<file path="config.mk">
export PLATFORM = sky130hd
export DESIGN_NAME = cerr_thresh_monitor
export DESIGN_NICKNAME = d
export VERILOG_FILES = /design/src/rtl/cerr_thresh_monitor.sv
export SDC_FILE = /design/constraint.sdc
export NUM_CORES = 1
export LEC_CHECK = 0
export BUFFER_PORTS_ARGS = -buffer_cell sky130_fd_sc_hd__buf_2
export CAP_MARGIN = 30
export CORE_MARGIN = 5
export CORE_UTILIZATION = 48
export DETAILED_ROUTE_END_ITERATION = 10
export HOLD_SLACK_MARGIN = 0.06
export PLACE_DENSITY = 0.75
export SKIP_CTS_REPAIR_TIMING = 1
export SLEW_MARGIN = 20
export SYNTH_ARGS = -nofsm -noshare
export SYNTH_HDL_FRONTEND = slang
export SYNTH_SLANG_ARGS = --single-unit
</file>
<file path="constraint.sdc">
create_clock -name bist_clk -period 3.9 [get_ports bist_clk]
set_clock_uncertainty 0.15 [all_clocks]
set_input_delay 0.78 -clock bist_clk [delete_from_list [all_inputs] [get_ports bist_clk]]
set_output_delay 0.78 -clock bist_clk [all_outputs]
set_load 0.02 [all_outputs]
</file>
<file path="src/rtl/cerr_thresh_monitor.sv">
// rtl/cerr_thresh_monitor.sv - correctable-error threshold monitor with programmable trip level
//
// Purpose: accepts a threshold over a vld/ack handshake, counts correctable-error
// pulses and raises a level interrupt once the count reaches the threshold.
// Ports:
//   bist_clk, reset            clock, async active-high reset
//   cerr_threshold_vld/_ack    threshold handshake (ack is one cycle after capture)
//   cerr_threshold [THR_W]     threshold value
//   cerr_event                 one pulse per correctable error
//   cerr_int_clr               clears interrupt and restarts counter
//   cerr_int, cerr_count, cerr_ovf, thr_reg, state_o   registered status outputs
module cerr_thresh_monitor #(
    parameter int CNT_W = 16,
    parameter int THR_W = 8
) (
    input  logic             bist_clk,
    input  logic             reset,
    input  logic             cerr_threshold_vld,
    input  logic [THR_W-1:0] cerr_threshold,
    output logic             cerr_threshold_ack,
    input  logic             cerr_event,
    input  logic             cerr_int_clr,
    output logic             cerr_int,
    output logic [CNT_W-1:0] cerr_count,
    output logic             cerr_ovf,
    output logic [THR_W-1:0] thr_reg,
    output logic [1:0]       state_o
);

    localparam int CMP_W = (CNT_W > THR_W) ? CNT_W : THR_W;
    localparam logic [CNT_W-1:0] CNT_MAX = {CNT_W{1'b1}};

    typedef enum logic [1:0] {
        ST_DISABLED = 2'd0,
        ST_ARMED    = 2'd1,
        ST_TRIPPED  = 2'd2,
        ST_BAD      = 2'd3
    } state_t;

    state_t           state;
    state_t           state_next;
    logic [THR_W-1:0] thr_next;
    logic [CNT_W-1:0] count_next;
    logic             ovf_next;
    logic             int_next;
    logic             ack_next;
    logic             capture;
    logic             restart;
    logic             trip;

    // The ack cycle itself never captures, so a held vld re-captures every other cycle.
    assign capture = cerr_threshold_vld && !cerr_threshold_ack;
    assign restart = capture || cerr_int_clr;
    assign state_o = state;

    always_comb begin
        thr_next   = thr_reg;
        count_next = cerr_count;
        ovf_next   = cerr_ovf;
        int_next   = 1'b0;
        ack_next   = 1'b0;
        trip       = 1'b0;
        state_next = ST_DISABLED;
        if (state == ST_BAD) begin
            // Recover like reset but keep the programmed threshold.
            count_next = '0;
            ovf_next   = 1'b0;
        end else begin
            if (capture) begin
                thr_next = cerr_threshold;
            end
            if (restart) begin
                count_next = CNT_W'(cerr_event);
                ovf_next   = 1'b0;
            end else if (cerr_event) begin
                if (cerr_count == CNT_MAX) begin
                    ovf_next = 1'b1;
                end else begin
                    count_next = cerr_count + CNT_W'(1);
                end
            end
            ack_next = capture;
            // Compare against the post-update count so the interrupt rises on the same edge.
            trip = (thr_next != '0) && (CMP_W'(count_next) >= CMP_W'(thr_next));
            if (thr_next == '0) begin
                state_next = ST_DISABLED;
            end else if (state == ST_TRIPPED && !restart) begin
                state_next = ST_TRIPPED;
            end else if (trip) begin
                state_next = ST_TRIPPED;
            end else begin
                state_next = ST_ARMED;
            end
            int_next = (state_next == ST_TRIPPED);
        end
    end

    always_ff @(posedge bist_clk or posedge reset) begin
        if (reset) begin
            state              <= ST_DISABLED;
            thr_reg            <= '0;
            cerr_count         <= '0;
            cerr_ovf           <= 1'b0;
            cerr_int           <= 1'b0;
            cerr_threshold_ack <= 1'b0;
        end else begin
            state              <= state_next;
            thr_reg            <= thr_next;
            cerr_count         <= count_next;
            cerr_ovf           <= ovf_next;
            cerr_int           <= int_next;
            cerr_threshold_ack <= ack_next;
        end
    end

endmodule

</file>
==> flow_metrics.tcl <==
set metrics [dict create \
    status "complete, no violations" \
    min_to "cerr_ovf" \
    synthMostInstantiatedCell "nor2_1" \
    final-setup-viol-count 0 \
    busiest_layer "met2" \
    synth_edf_count 0 \
    use_met1_pct 22.9 \
    synth-seq-cells 29 \
    cts_sinks 29 \
    irDropWorstVdd_v 0.000239 \
    crit_chain "ha_2, nand4_2, o41ai_2, buf_4, xor2_1, nor2_1, a21oi_1, ha_1, nor2_1, a21oi_1, or4_1, o2111ai_1, o2111ai_2, o311a_1" \
    coreArea_um2 3690 \
    hold_depth 2 \
    rsz0062_at_grt "no" \
    area_growth_pct 20.4 \
    drt_first_pass_iters 4 \
    antenna_found_initial 0 \
    cts-root-buf "clkbuf_8" \
    drc_errors 0 \
    grt_max_degree 18 \
    clk_path_buf_depth 2 \
    slowest_delay_ns 0.46 \
    path_class "flop to flop" \
    die_height_um 72.0 \
    min_period_over_period_pct 91.5 \
    placedInstanceArea_um2 2130 \
    die_w_um 72.0 \
    reg2reg_slack_ns 0.33 \
    relSlewSlack_pct 59.0 \
    tns_ns 0 \
    syn_nets 224 \
    worstSkewPairLatency_ns 0.28 \
    start_kind "flop" \
    dieArea_um2 5180 \
    globalRouteOverflowTotal 0 \
    largest_reg_flops 16 \
    cts_tree "done" \
    rr_endpoint "cerr_int" \
    grt.total_usage_pct 18.3 \
    initial_core_util_pct 50.0 \
    arrival_ns 3.58 \
    cts.reportedPaths.clkPinSlew_ns 0.06 \
    fill_cells 352 \
    worstHoldStart "cerr_ovf" \
    h-tree-depth 2 \
    grt_pass1_wl_um 7560 \
    via_count 1636 \
    worstReg2RegStart "cerr_count[0]" \
    synth.cell_area_um2 1840 \
    crit_family "compound AO/OA/AOI/OAI gates" \
    drt_iter0_drc 122 \
    place_congestion 0.907 \
    max_slew.worst_pin.slew_ns 0.610 \
    numCtsBuffers 5 \
    critPathBufInv 1 \
    wl_per_cell_um 14.4 \
    grtUsageMet3_pct 4.43 \
    synth.top_cells.by_count "32 x nor2_1, 29 x dfrtp_1, 13 x nand2_1" \
    wl_um 4220 \
    ant_nets 0 \
    totalPowerFinal_w 0.000721 \
    final_max_slew_viol_count 0 \
    power_density_nw_per_um2 325 \
    worstPathRequired_ns 3.91 \
    max-cap-violations 0 \
    postLayoutCellArea_um2 2220 \
    yosys_warnings 0 \
    yosysTopAreaCell "dfrtp_1" \
    syn_area_per_cell_um2 9.12 \
    synth_cells 202 \
    drive_above_1_share_pct 27.8 \
    num_rows 22 \
    grtUsageMet2_pct 30.8 \
    ioPinCount 42 \
    max_freq_mhz 280 \
    synthFlopType "dfrtp_1" \
    n_antenna_cell 0 \
    post_synth_main_area_contributors "dfrtp_1 39%, nor2_1 6.5%, ha_1 6.1%" \
    hp-class "flop to flop" \
    yosys.area.top_type_share_pct 39.4 \
    grt_pass1_vias 1648 \
    nets 267 \
    whs_ns 0.358 \
    fin_crit_ns 3.57 \
    cp-end-kind "flop" \
    final_util_pct 60.2 \
    hpwlAfterDp_um 3330 \
    yosysUniqueCellTypes 39 \
    io_buffers 41 \
    reg2regPathDepth 14 \
    async_reset_ff_share_pct 100 \
    cpMaxStageDelayCell "or4_1" \
    ys_seq_area_share_pct 39.4 \
    viasPerCell 5.58 \
    hold_viol_final 0 \
    critPathMaxFanout 5 \
    power.leakage_nw 1.07 \
]
==> through the flow <==
| stage | cells | setup WS (ns) |
|---|---|---|
| after floorplan | 202 | 0.0860 |
| after global placement | 285 | 0.313 |
| after detailed placement | 286 | 0.306 |
| after CTS | 293 | 0.296 |
| after global routing | 293 | 0.0363 |
| final | 293 | 0.332 |
==> report_power, final <==
group	switching, W	total (W)	internal (W)
Combinational	0.0000805	0.000138	0.0000579
Clock	0.000108	0.000248	0.000140
Sequential	0.0000160	0.000334	0.000318
Total	0.000205	0.000721	0.000516
==> routing by layer <==
layer  routed length [µm]  vias up
met5                    0        -
met4                   64        0
met3                  221        7
met2                 1990       46
met1                 1950      776
li1                     -      807
==> worst register-to-register path: cells and delay by family, from the launching register on <==
kind                       cells  cell delay (ns)
AOI/OAI and AO/OA              6             1.29
xor gates and xnor gates       1             0.14
adders and majority gates      2             0.51
buffers and inverters          1             0.20
DFF                            1             0.41
and+or+nand+nor                4             0.74
==> final cells by class <==
cell class	count	area (µm²)	area share, %
Clock buffer	7	86.3	3.89
Timing Repair Buffer	47	270	12.2
Inverter	9	33.8	1.52
Sequential cell	29	726	32.7
Tap cell	48	60.1	2.71
Multi-Input combinational cell	153	1040	47.0
==> kinds of logic after synthesis <==
group           Yosys count  share of synthesized area (%)
compound gates           32                           12.9
xor+xnor                 13                           6.18
fa+ha+maj                 9                           6.11
buf+inv                  20                           4.14
flops                    29                           39.4
mux                      18                           10.4
simple gates             81                           20.9
==> worst max-delay path by stage <==
| stage | endpoint | startpoint | depth (start not counted) | slack [ns] |
|---|---|---|---|---|
| final | cerr_int | cerr_count[0] | 14 | 0.33 |
| after global routing | cerr_int | cerr_count[1] | 14 | 0.04 |
| after CTS | cerr_int | cerr_count[0] | 14 | 0.30 |
| after detailed placement | cerr_int | cerr_count[0] | 14 | 0.31 |
| after global placement | cerr_int | cerr_count[1] | 14 | 0.31 |
| after floorplan | cerr_int | cerr_count[9] | 13 | 0.09 |
==> cells in the final DEF, fill, tap and decap left out, types with 2 or more instances in the layout <==
master     instances
ha_1               8
dfrtp_1           29
o211ai_1           2
xor2_1             7
mux2_2             9
o31ai_1            2
xnor2_1            6
nor2_1            32
a211o_1            3
and2_1             2
buf_4              5
o21ai_0            5
or3_1              2
inv_1              9
nand3_1            8
nor3_1             8
nand4_1            5
buf_2             41
nor4_1             2
a21oi_1            8
or4_1              2
clkbuf_8           6
nand2_1           13
o311a_1            2
mux2i_1            9
or2_2              2
o2111ai_1          2
No activity file was read; power rests on OpenSTA's default activity.
